**src/rtl/load_store_unit_if.sv**
```systemverilog
// Data-memory bus between the load/store unit (master) and data memory (slave).
interface load_store_unit_if;
   logic        mem_req;
   logic        mem_we;
   logic [31:0] mem_addr;
   logic [31:0] mem_wdata;
   logic [3:0]  mem_wstrb;
   logic [31:0] mem_rdata;
   logic        mem_ready;

   modport master (
      output mem_req, mem_we, mem_addr, mem_wdata, mem_wstrb,
      input  mem_rdata, mem_ready
   );

   modport slave (
      input  mem_req, mem_we, mem_addr, mem_wdata, mem_wstrb,
      output mem_rdata, mem_ready
   );
endinterface

```
**src/rtl/load_store_unit.sv**
```systemverilog
// Multi-cycle RV32I load/store stage: memory handshake, byte lanes, load extension, timeout.
// Optional macro LSU_MISALIGN_TRAP_EN faults misaligned halfword/word accesses instead of masking the offset.
module load_store_unit #(
   parameter int unsigned TIMEOUT_CYCLES = 16
) (
   input  logic                     clk,
   input  logic                     rst,
   input  logic                     start,
   input  logic                     is_store,
   input  logic [2:0]               funct3,
   input  logic [31:0]              addr,
   input  logic [31:0]              store_data,
   load_store_unit_if.master        mem,
   output logic                     busy,
   output logic                     done,
   output logic [31:0]              load_data,
   output logic                     fault
);

   localparam logic [7:0] TMO_CNT = 8'(TIMEOUT_CYCLES);

   typedef enum logic [1:0] {
      IDLE,
      ACCESS,
      RESP
   } state_t;

   state_t      state_q;
   logic [2:0]  funct3_q;
   logic [1:0]  off_q;
   logic [7:0]  cnt_q;
   logic        mem_req_q;
   logic        mem_we_q;
   logic [31:0] mem_addr_q;
   logic [31:0] mem_wdata_q;
   logic [3:0]  mem_wstrb_q;
   logic        busy_q;
   logic        done_q;
   logic        fault_q;
   logic [31:0] load_data_q;

   logic        legal_d;
   logic        trap_d;
   logic [3:0]  wstrb_d;
   logic [31:0] wdata_d;
   logic [7:0]  byte_d;
   logic [15:0] half_d;
   logic [31:0] ld_ext_d;

   // Decode and lane generation work on the raw inputs so they can be registered on the accept edge.
   always_comb begin
      legal_d = 1'b0;
      wstrb_d = '0;
      wdata_d = '0;
      if (is_store) begin
         case (funct3)
            3'b000: begin
               legal_d = 1'b1;
               wstrb_d = 4'b0001 << addr[1:0];
               wdata_d = {4{store_data[7:0]}};
            end
            3'b001: begin
               legal_d = 1'b1;
               wstrb_d = 4'b0011 << {addr[1], 1'b0};
               wdata_d = {2{store_data[15:0]}};
            end
            3'b010: begin
               legal_d = 1'b1;
               wstrb_d = 4'b1111;
               wdata_d = store_data;
            end
            default: legal_d = 1'b0;
         endcase
      end else begin
         case (funct3)
            3'b000, 3'b001, 3'b010, 3'b100, 3'b101: legal_d = 1'b1;
            default:                                legal_d = 1'b0;
         endcase
      end
   end

`ifdef LSU_MISALIGN_TRAP_EN
   logic misalign_d;
   assign misalign_d = ((funct3[1:0] == 2'b01) && addr[0]) ||
                       ((funct3[1:0] == 2'b10) && (addr[1:0] != 2'b00));
   assign trap_d     = !legal_d || misalign_d;
`else
   assign trap_d     = !legal_d;
`endif

   always_comb begin
      byte_d   = mem.mem_rdata[{off_q, 3'b000} +: 8];
      half_d   = mem.mem_rdata[{off_q[1], 4'b0000} +: 16];
      ld_ext_d = '0;
      case (funct3_q)
         3'b000:  ld_ext_d = {{24{byte_d[7]}}, byte_d};
         3'b001:  ld_ext_d = {{16{half_d[15]}}, half_d};
         3'b010:  ld_ext_d = mem.mem_rdata;
         3'b100:  ld_ext_d = {24'd0, byte_d};
         3'b101:  ld_ext_d = {16'd0, half_d};
         default: ld_ext_d = '0;
      endcase
   end

   always_ff @(posedge clk) begin
      if (rst) begin
         state_q     <= IDLE;
         funct3_q    <= '0;
         off_q       <= '0;
         cnt_q       <= '0;
         mem_req_q   <= 1'b0;
         mem_we_q    <= 1'b0;
         mem_addr_q  <= '0;
         mem_wdata_q <= '0;
         mem_wstrb_q <= '0;
         busy_q      <= 1'b0;
         done_q      <= 1'b0;
         fault_q     <= 1'b0;
         load_data_q <= '0;
      end else begin
         done_q  <= 1'b0;
         fault_q <= 1'b0;
         case (state_q)
            IDLE: begin
               if (start) begin
                  funct3_q <= funct3;
                  off_q    <= addr[1:0];
                  busy_q   <= 1'b1;
                  if (trap_d) begin
                     state_q <= RESP;
                     done_q  <= 1'b1;
                     fault_q <= 1'b1;
                  end else begin
                     state_q     <= ACCESS;
                     cnt_q       <= '0;
                     mem_req_q   <= 1'b1;
                     mem_we_q    <= is_store;
                     mem_addr_q  <= {addr[31:2], 2'b00};
                     mem_wdata_q <= wdata_d;
                     mem_wstrb_q <= wstrb_d;
                  end
               end
            end
            ACCESS: begin
               // A ready arriving on the final counted cycle still completes normally.
               if (mem.mem_ready) begin
                  state_q   <= RESP;
                  mem_req_q <= 1'b0;
                  mem_we_q  <= 1'b0;
                  done_q    <= 1'b1;
                  if (!mem_we_q) begin
                     load_data_q <= ld_ext_d;
                  end
               end else if (cnt_q + 8'd1 == TMO_CNT) begin
                  state_q   <= RESP;
                  mem_req_q <= 1'b0;
                  mem_we_q  <= 1'b0;
                  cnt_q     <= '0;
                  done_q    <= 1'b1;
                  fault_q   <= 1'b1;
               end else begin
                  cnt_q <= cnt_q + 8'd1;
               end
            end
            RESP: begin
               state_q <= IDLE;
               busy_q  <= 1'b0;
            end
            default: begin
               state_q   <= IDLE;
               busy_q    <= 1'b0;
               mem_req_q <= 1'b0;
               mem_we_q  <= 1'b0;
            end
         endcase
      end
   end

   assign mem.mem_req   = mem_req_q;
   assign mem.mem_we    = mem_we_q;
   assign mem.mem_addr  = mem_addr_q;
   assign mem.mem_wdata = mem_wdata_q;
   assign mem.mem_wstrb = mem_wstrb_q;
   assign busy          = busy_q;
   assign done          = done_q;
   assign fault         = fault_q;
   assign load_data     = load_data_q;

endmodule
```
**src/flat_wrapper.sv**
```systemverilog
// flat-port wrapper written by rule: the top's interface ports become plain ports
module load_store_unit_flat 
#(
   parameter int unsigned TIMEOUT_CYCLES = 16
)
  (clk, rst, start, is_store, funct3, addr, store_data, busy, done, load_data, fault, mem_mem_req, mem_mem_we, mem_mem_addr, mem_mem_wdata, mem_mem_wstrb, mem_mem_rdata, mem_mem_ready);
  load_store_unit_if mem_i ();
  input  logic clk;
  input  logic rst;
  input  logic start;
  input  logic is_store;
  input  logic [2:0] funct3;
  input  logic [31:0] addr;
  input  logic [31:0] store_data;
  output logic busy;
  output logic done;
  output logic [31:0] load_data;
  output logic fault;
  output wire logic [$bits(mem_i.mem_req)-1:0] mem_mem_req;
  output wire logic [$bits(mem_i.mem_we)-1:0] mem_mem_we;
  output wire logic [$bits(mem_i.mem_addr)-1:0] mem_mem_addr;
  output wire logic [$bits(mem_i.mem_wdata)-1:0] mem_mem_wdata;
  output wire logic [$bits(mem_i.mem_wstrb)-1:0] mem_mem_wstrb;
  input wire logic [$bits(mem_i.mem_rdata)-1:0] mem_mem_rdata;
  input wire logic [$bits(mem_i.mem_ready)-1:0] mem_mem_ready;
  assign mem_mem_req = mem_i.mem_req;
  assign mem_mem_we = mem_i.mem_we;
  assign mem_mem_addr = mem_i.mem_addr;
  assign mem_mem_wdata = mem_i.mem_wdata;
  assign mem_mem_wstrb = mem_i.mem_wstrb;
  assign mem_i.mem_rdata = mem_mem_rdata;
  assign mem_i.mem_ready = mem_mem_ready;
  load_store_unit #(.TIMEOUT_CYCLES(TIMEOUT_CYCLES)) u_core (.clk(clk), .rst(rst), .start(start), .is_store(is_store), .funct3(funct3), .addr(addr), .store_data(store_data), .mem(mem_i), .busy(busy), .done(done), .load_data(load_data), .fault(fault));
endmodule
```
**config.mk**
```make
export PLATFORM = sky130hd
export DESIGN_NAME = load_store_unit_flat
export DESIGN_NICKNAME = d
export VERILOG_FILES = /design/src/rtl/load_store_unit_if.sv /design/src/rtl/load_store_unit.sv /design/src/flat_wrapper.sv
export SDC_FILE = /design/constraint.sdc
export NUM_CORES = 1
export LEC_CHECK = 0
export ABC_AREA = 1
export BUFFER_PORTS_ARGS = -buffer_cell sky130_fd_sc_hd__buf_4
export CAP_MARGIN = 20
export CORE_UTILIZATION = 30
export DETAILED_ROUTE_END_ITERATION = 7
export SYNTH_ARGS = -nofsm -noshare
export SYNTH_HDL_FRONTEND = slang
export SYNTH_SLANG_ARGS = --single-unit
```
**constraint.sdc**
```tcl
create_clock -name clk -period 2.2 [get_ports clk]
set_input_delay 0.33 -clock clk [delete_from_list [all_inputs] [get_ports clk]]
set_output_delay 0.33 -clock clk [all_outputs]
set_load 0.02 [all_outputs]
```
==> impl_metrics.csv, run 1 <==
group,metric,value,unit
status,outcome,"completed",
worst_setup_path,required,2.55,ns
route,number_of_vias_per_cell_after_detailed_routing,4.782,
clock_tree,clk_latency,0.41,ns
floorplan,placement_rows,48,
timing,finalClockSkew,0.007158,ns
power_and_ir_drop,power_leakage,3.370,nW
finish,final_net_count,1073,
finish,final.fill_count,1837,
timing,final.period_utilization,77.29,%
finish,area.growth.synth_to_final,43.73,%
floorplan,floorplan.die.height,134.9,um
grt,grt_pass1_vias,5320,
placed_design,dp_hpwl,12360,um
finish,layout-drive-gt1-share,27.01,%
timing,final_period_minus_worst_setup_slack,1.700,ns
worst_setup_path,critPathArrivalTime,2.05,ns
route,routedWlPerCell,14.52,um
clock_tree,clock_path_buffers,2,
power_and_ir_drop,clkPwrFrac,44.7,%
finish,most-common-layout-cells,"sky130_fd_sc_hd__nand2_1 (250), sky130_fd_sc_hd__buf_4 (219), sky130_fd_sc_hd__dfxtp_1 (118)",
floorplan,fp.dieArea,18210,um^2
worst_setup_path,critPathKind,"reg -> reg",
route,drtPass1Iterations,5,
route,drt_drc_violations_left,0,
worst_setup_path,category_of_the_worst_setup_path_launch_point,"flip-flop",
power_and_ir_drop,power_report.internal_total,0.004345,W
timing,fin_tns_setup,0,ns
timing,maxSlewHeadroom,43.33,%
synth,netlist_area,5301,um^2
clock_tree,clkTransAtPathRegs,0.06,ns
floorplan,floorplan.io_pins,209,
route,drt_first_iter_violations,338,
power_and_ir_drop,combPwrFrac,17.1,%
timing,maxClockFrequency,0.5881,GHz
synth,synth.distinct_cells,31,
clock_tree,cts_tree,"built",
synth,post_synth_inst_count,773,
floorplan,floorplan.initialDensity,30.65,%
grt,largest_net_degree_at_the_start_of_global_routing,50,
route,drt.antenna.violating_nets,0,
worst_setup_path,setup.worst_path.end_class,"flip-flop",
grt,first_pass_grt_wire_length,27340,um
power_and_ir_drop,p_switching,0.001696,W
synth,synthesis.area_per_instance,6.858,um^2
worst_setup_path,worstPathMaxFanout,6,
timing,slew_violations,0,
power_and_ir_drop,vdd_drop_max,0.0005767,V
placed_design,place.gp.congestion,0.8519,
clock_tree,cts_sinks,118,
clock_tree,cts.root.buffer_cell,"sky130_fd_sc_hd__clkbuf_16",
clock_tree,post-cts-setup-buffers,0,
power_and_ir_drop,power.density,792.7,nW/um^2
placed_design,numPortBuffers,206,
synth,ys_warn_count,0,
floorplan,die_width,134.9,um
finish,most_common_cell_after_layout_fill_and_taps_aside,"sky130_fd_sc_hd__nand2_1",
grt,number_of_antenna_violations_at_the_first_check_in_global_routing,0,
route,detail_route.wirelength,17510,um
clock_tree,post_cts_resized,0,
timing,rsz_0062_raised_after_global_routing,"false",
timing,finalHoldViolations,0,
synth,synth_seq_area_share,44.56,%
grt,globalRouteOverflowTotal,0,
power_and_ir_drop,fin_total_pwr,0.006040,W
route,via_count,5767,
floorplan,core_area,17300,um^2
finish,antenna_cells,0,
grt,global_route.usage.total,19.17,%
power_and_ir_drop,switching_share,28.07,%
clock_tree,h_tree_levels,4,
timing,final-setup-viol-count,0,
timing,timing_worst_slew_pin_value,0.8488,ns
hold_path,hold_path_class,"in -> reg",
synth,synth.ff_latch_count,118,
power_and_ir_drop,power.share.sequential,38.2,%
clock_tree,cts_made_buffers,17,
clock_tree,ctsHoldBuffers,0,
flow_run,cap_viol_max_count,0,
-- cell usage after synthesis, drive strengths merged --
cell type | n | area [um^2]
nand2 | 251 | 944.7
nand3 | 35 | 197.7
clkinv | 3 | 11.26
o21ai | 57 | 289.0
nand4 | 13 | 81.33
nand3b | 1 | 7.510
buf | 19 | 107.6
o211ai | 12 | 100.1
a211oi | 1 | 7.510
o311ai | 6 | 52.55
xor2 | 1 | 8.760
nor3 | 1 | 5.000
a21oi | 86 | 430.4
a32oi | 8 | 70.07
clkbuf | 26 | 97.59
dfxtp | 118 | 2362
conb | 1 | 3.750
inv | 41 | 153.9
ha | 1 | 12.51
nor2 | 92 | 357.8
-- worst max-delay path, cell delays in order, from the launching register on --
cell,delay (ns)
sky130_fd_sc_hd__dfxtp_1,0.37
sky130_fd_sc_hd__ha_1,0.21
sky130_fd_sc_hd__nand3_1,0.11
sky130_fd_sc_hd__nor2_1,0.12
sky130_fd_sc_hd__xor2_1,0.27
sky130_fd_sc_hd__nand3_2,0.14
sky130_fd_sc_hd__nand2_2,0.14
sky130_fd_sc_hd__nand3_2,0.09
sky130_fd_sc_hd__nand2_1,0.07
sky130_fd_sc_hd__inv_1,0.04
sky130_fd_sc_hd__nor2_1,0.08
-- registers in the layout, indices dropped and copies added, names as in the netlist --
| register | count |
|---|---|
| u_core.off_q | 2 |
| u_core.fault | 1 |
| u_core.mem.mem_req | 1 |
| u_core.done | 1 |
| u_core.mem.mem_wstrb | 4 |
| u_core.funct3_q | 3 |
| u_core.mem.mem_addr | 30 |
| u_core.cnt_q | 8 |
| u_core.state_q | 2 |
| u_core.busy | 1 |
| u_core.mem.mem_we | 1 |
| u_core.load_data | 32 |
| u_core.mem.mem_wdata | 32 |
-- path summary, 6_finish.rpt --
kind                                               end  depth (start not counted)                            start  slack [ns]
setup / recovery        u_core.mem.mem_we$_SDFFE_PP0P_                         10     u_core.cnt_q[1]$_SDFFE_PP0P_        0.50
hold / removal    u_core.mem.mem_addr[28]$_SDFFE_PP0P_                          3                         addr[28]        0.14
setup reg to reg        u_core.mem.mem_we$_SDFFE_PP0P_                         10     u_core.cnt_q[1]$_SDFFE_PP0P_        0.50
hold reg to reg        u_core.mem.mem_req$_SDFFE_PP0P_                          2  u_core.mem.mem_req$_SDFFE_PP0P_        0.46
-- stage by stage --
step	utilization (%)	cell area (um^2)	setup slack (ns)	hold WS (ns)	instances
floorplan	-	5305	0.7049	0.4540	774
global placement	40.73	7046	0.3260	0.4503	1174
detailed placement	40.73	7046	0.2974	0.4504	1174
global route	44.05	7620	0.2750	0.1316	1206
CTS	44.05	7620	0.4581	0.1240	1206
finish	44.05	7620	0.4996	0.1364	1206
-- metal layers --
metal	up-vias	routed length (um)	global-route usage, %	share of wire [%]
met4	0	229	6.617	1.3
li1	2925	-	-	-
met3	19	1609	6.456	9.2
met1	2602	7766	25.12	44
met5	-	0	0	0
met2	221	7907	29.24	45
-- logic make-up (layout without fill, tap and decap cells) --
logic type                 Yosys count  count (layout)  share of synthesized area, %
other                                1               2                       0.07074
adders and majority gates            1               1                        0.2360
DFF                                118             118                         44.56
xor gates and xnor gates             1               1                        0.1652
and+or+nand+nor                    393             393                         30.07
buffers and inverters               89             296                         6.986
AOI/OAI and AO/OA                  170             170                         17.91
-- area by class of cell --
class / count / area [um^2] / area share, %
Clock inverter: 12 / 127.6 / 1.675
Clock buffer: 20 / 446.7 / 5.862
Inverter: 44 / 165.2 / 2.167
Multi-Input combinational cell: 567 / 2572 / 33.76
Tap cell: 225 / 281.5 / 3.695
Sequential cell: 118 / 2362 / 31.00
Timing Repair Buffer: 220 / 1664 / 21.84
-- power by group through the flow --
stage	registers (W)	logic, W	clock network [W]
finish	0.00230	0.00103	0.00270
global route	0.00232	0.00114	0.00285
CTS	0.00230	0.00104	0.00276
detailed placement	0.00235	0.00104	0
global placement	0.00235	0.00104	0
floorplan	0.00245	0.000485	0
Note: power is estimated with default switching activity, not from simulation.
==> run 2, diff against run 1 <==
- clock period: 2.2 -> 1.42 ns (I/O delays scaled with it)
==> run 2 against run 1 <==
Count of clock-buffer cells in the layout down 2. First-iteration DRC count decreased by 1.2%. Critical path depth up 3. Final cell count rose by 7.0%. Clock power increased by 66%. Hold slack worse by 0.12 ns. Global-route usage grew 0.90 points. Power rose by 68%. The run now ends with setup timing left.
==> impl_metrics.csv, run 2 (synthesis gave the netlist of run 1 again) <==
group,metric,value,unit
finish,final_non_filler_cell_area,8818,um^2
grt,first_pass_grt_wire_length,28870,um
finish,final_net_count,1157,
power_and_ir_drop,power.share.sequential,35.3,%
timing,finalHoldViolations,0,
grt,global_route.usage.total,20.07,%
floorplan,core_area,17300,um^2
worst_setup_path,critPathKind,"reg -> reg",
timing,maxClockFrequency,0.6671,GHz
power_and_ir_drop,clkPwrFrac,44.1,%
route,number_of_vias_per_cell_after_detailed_routing,4.785,
worst_setup_path,cp_slowest_cell,"sky130_fd_sc_hd__dfxtp_4",
placed_design,dpl.cell_count,1233,
power_and_ir_drop,vdd_drop_max,0.0008933,V
worst_setup_path,crit_top_cell,"sky130_fd_sc_hd__nand3_2",
floorplan,floorplan.die.height,134.9,um
route,via_count,6173,
worst_setup_path,cp_cell_sequence,"ha_4 > nand2_4 > inv_2 > nand3_2 > nand2_2 > inv_2 > nor2_4 > nand3_2 > nand2_4 > nand3_2 > nand2_1 > inv_1 > nor2_1",
clock_tree,clk_latency,0.42,ns
power_and_ir_drop,p_switching,0.002877,W
power_and_ir_drop,power_leakage,3.977,nW
hold_path,hold_path_class,"in -> reg",
power_and_ir_drop,combPwrFrac,20.6,%
grt,number_of_antenna_violations_at_the_first_check_in_global_routing,0,
floorplan,floorplan.io_pins,209,
placed_design,dp_hpwl,12980,um
power_and_ir_drop,switching_share,28.37,%
finish,most-common-layout-cells,"sky130_fd_sc_hd__buf_4 (282), sky130_fd_sc_hd__nand2_1 (237), sky130_fd_sc_hd__dfxtp_1 (109)",
timing,slew_violations,0,
grt,globalRouteOverflowTotal,0,
clock_tree,clock_path_buffers,2,
clock_tree,clkTransAtPathRegs,0.06,ns
clock_tree,cts_sinks,118,
route,routedWlPerCell,14.57,um
finish,antenna_cells,0,
timing,final-setup-viol-count,16,
floorplan,fp.dieArea,18210,um^2
power_and_ir_drop,power.density,1150,nW/um^2
timing,rsz_0062_raised_after_global_routing,"true",
power_and_ir_drop,power_report.internal_total,0.007264,W
floorplan,placement_rows,48,
route,drt.antenna.violating_nets,0,
clock_tree,ctsHoldBuffers,0,
finish,most_common_cell_after_layout_fill_and_taps_aside,"sky130_fd_sc_hd__buf_4",
finish,area.growth.synth_to_final,66.34,%
timing,final.period_utilization,105.6,%
timing,final_period_minus_worst_setup_slack,1.499,ns
floorplan,die_width,134.9,um
worst_setup_path,setup.worst_path.end_class,"flip-flop",
finish,layoutNonFillerInstCount,1290,
worst_setup_path,worstPathMaxFanout,6,
status,outcome,"finished with violations",
clock_tree,cts.root.buffer_cell,"sky130_fd_sc_hd__clkbuf_16",
route,drt_drc_violations_left,0,
grt,grt_pass1_vias,5829,
status,failed_checks,"setup timing",
clock_tree,h_tree_levels,4,
grt,largest_net_degree_at_the_start_of_global_routing,77,
flow_run,cap_viol_max_count,0,
placed_design,placement.cell_area,7586,um^2
timing,finalClockSkew,0.01103,ns
clock_tree,cts_tree,"built",
timing,fin_tns_setup,-0.5940,ns
finish,layout-drive-gt1-share,39.44,%
floorplan,floorplan.initialDensity,30.65,%
clock_tree,cts_made_buffers,17,
placed_design,place.gp.congestion,0.8628,
placed_design,numPortBuffers,206,
timing,fin_worst_hold_slack,0.01266,ns
route,detail_route.wirelength,18790,um
worst_setup_path,required,1.77,ns
route,drtPass1Iterations,4,
worst_setup_path,category_of_the_worst_setup_path_launch_point,"flip-flop",
route,drt_first_iter_violations,334,
finish,final.fill_count,1715,
worst_setup_path,critPathArrivalTime,1.85,ns
worst_setup_path,worst_path_largest_cell_delay,0.37,ns
timing,postLayoutSetupSlackWorst,-0.07902,ns
## run 2: metal layers
layer  GRT usage [%]  share of wire [%]
met1           25.43                 43
met2           32.39                 47
met5               0                  0
met3           5.706                8.3
met4           7.179                1.5
## run 2: power groups by stage
stage               clock network, W  registers, W  logic (W)
floorplan                          0       0.00379   0.000752
global placement                   0       0.00364    0.00182
detailed placement                 0       0.00364    0.00182
CTS                          0.00455       0.00357    0.00186
global route                 0.00472       0.00360    0.00227
finish                       0.00448       0.00358    0.00209
## run 2: critical path: cells and delay by family (launching register included)
kind / cells / cell delay (ns)
fa+ha+maj: 1 / 0.17
simple gates: 9 / 0.75
buf+inv: 3 / 0.13
flops: 1 / 0.37
## run 2: path summary, 6_finish.rpt
| path | from | to | slack, ns | cells after the start |
|---|---|---|---|---|
| worst max-delay path | u_core.cnt_q[1]$_SDFFE_PP0P_ | u_core.mem.mem_we$_SDFFE_PP0P_ | -0.08 | 13 |
| worst max register to register | u_core.cnt_q[1]$_SDFFE_PP0P_ | u_core.mem.mem_we$_SDFFE_PP0P_ | -0.08 | 13 |
| worst min register to register | u_core.mem.mem_wdata[5]$_SDFFE_PP0P_ | u_core.mem.mem_wdata[5]$_SDFFE_PP0P_ | 0.46 | 2 |
| worst min-delay path | addr[2] | u_core.mem.mem_addr[2]$_SDFFE_PP0P_ | 0.01 | 3 |
## run 2: metrics by stage
step | setup WS (ns) | total power [W] | util (%)
6_report | -0.07902 | 0.01014 | 50.98
3_5_place_dp | -0.2089 | 0.005461 | 43.86
5_1_grt | -0.2129 | 0.01058 | 50.98
3_3_place_gp | -0.1352 | 0.005460 | 43.86
2_1_floorplan | -0.03414 | 0.004545 | -
4_1_cts | -0.06249 | 0.009980 | 48.47
## run 2: timing repair
action,in CTS,in global routing
gates cloned,0,4
hold endpoints to repair,0,0
setup buffers,13,9
setup endpoints to repair,65,112
resized for setup,34,79
pin swaps,18,27
## run 2: layout make-up
cell class | count | area (um^2) | area share, %
multi-input cells | 567 | 2890 | 32.78
flip-flops and latches | 118 | 2384 | 27.03
inverters | 44 | 172.7 | 1.958
clock inverters | 14 | 175.2 | 1.986
clock buffers | 18 | 439.2 | 4.980
well taps | 225 | 281.5 | 3.192
repair buffers | 304 | 2476 | 28.08
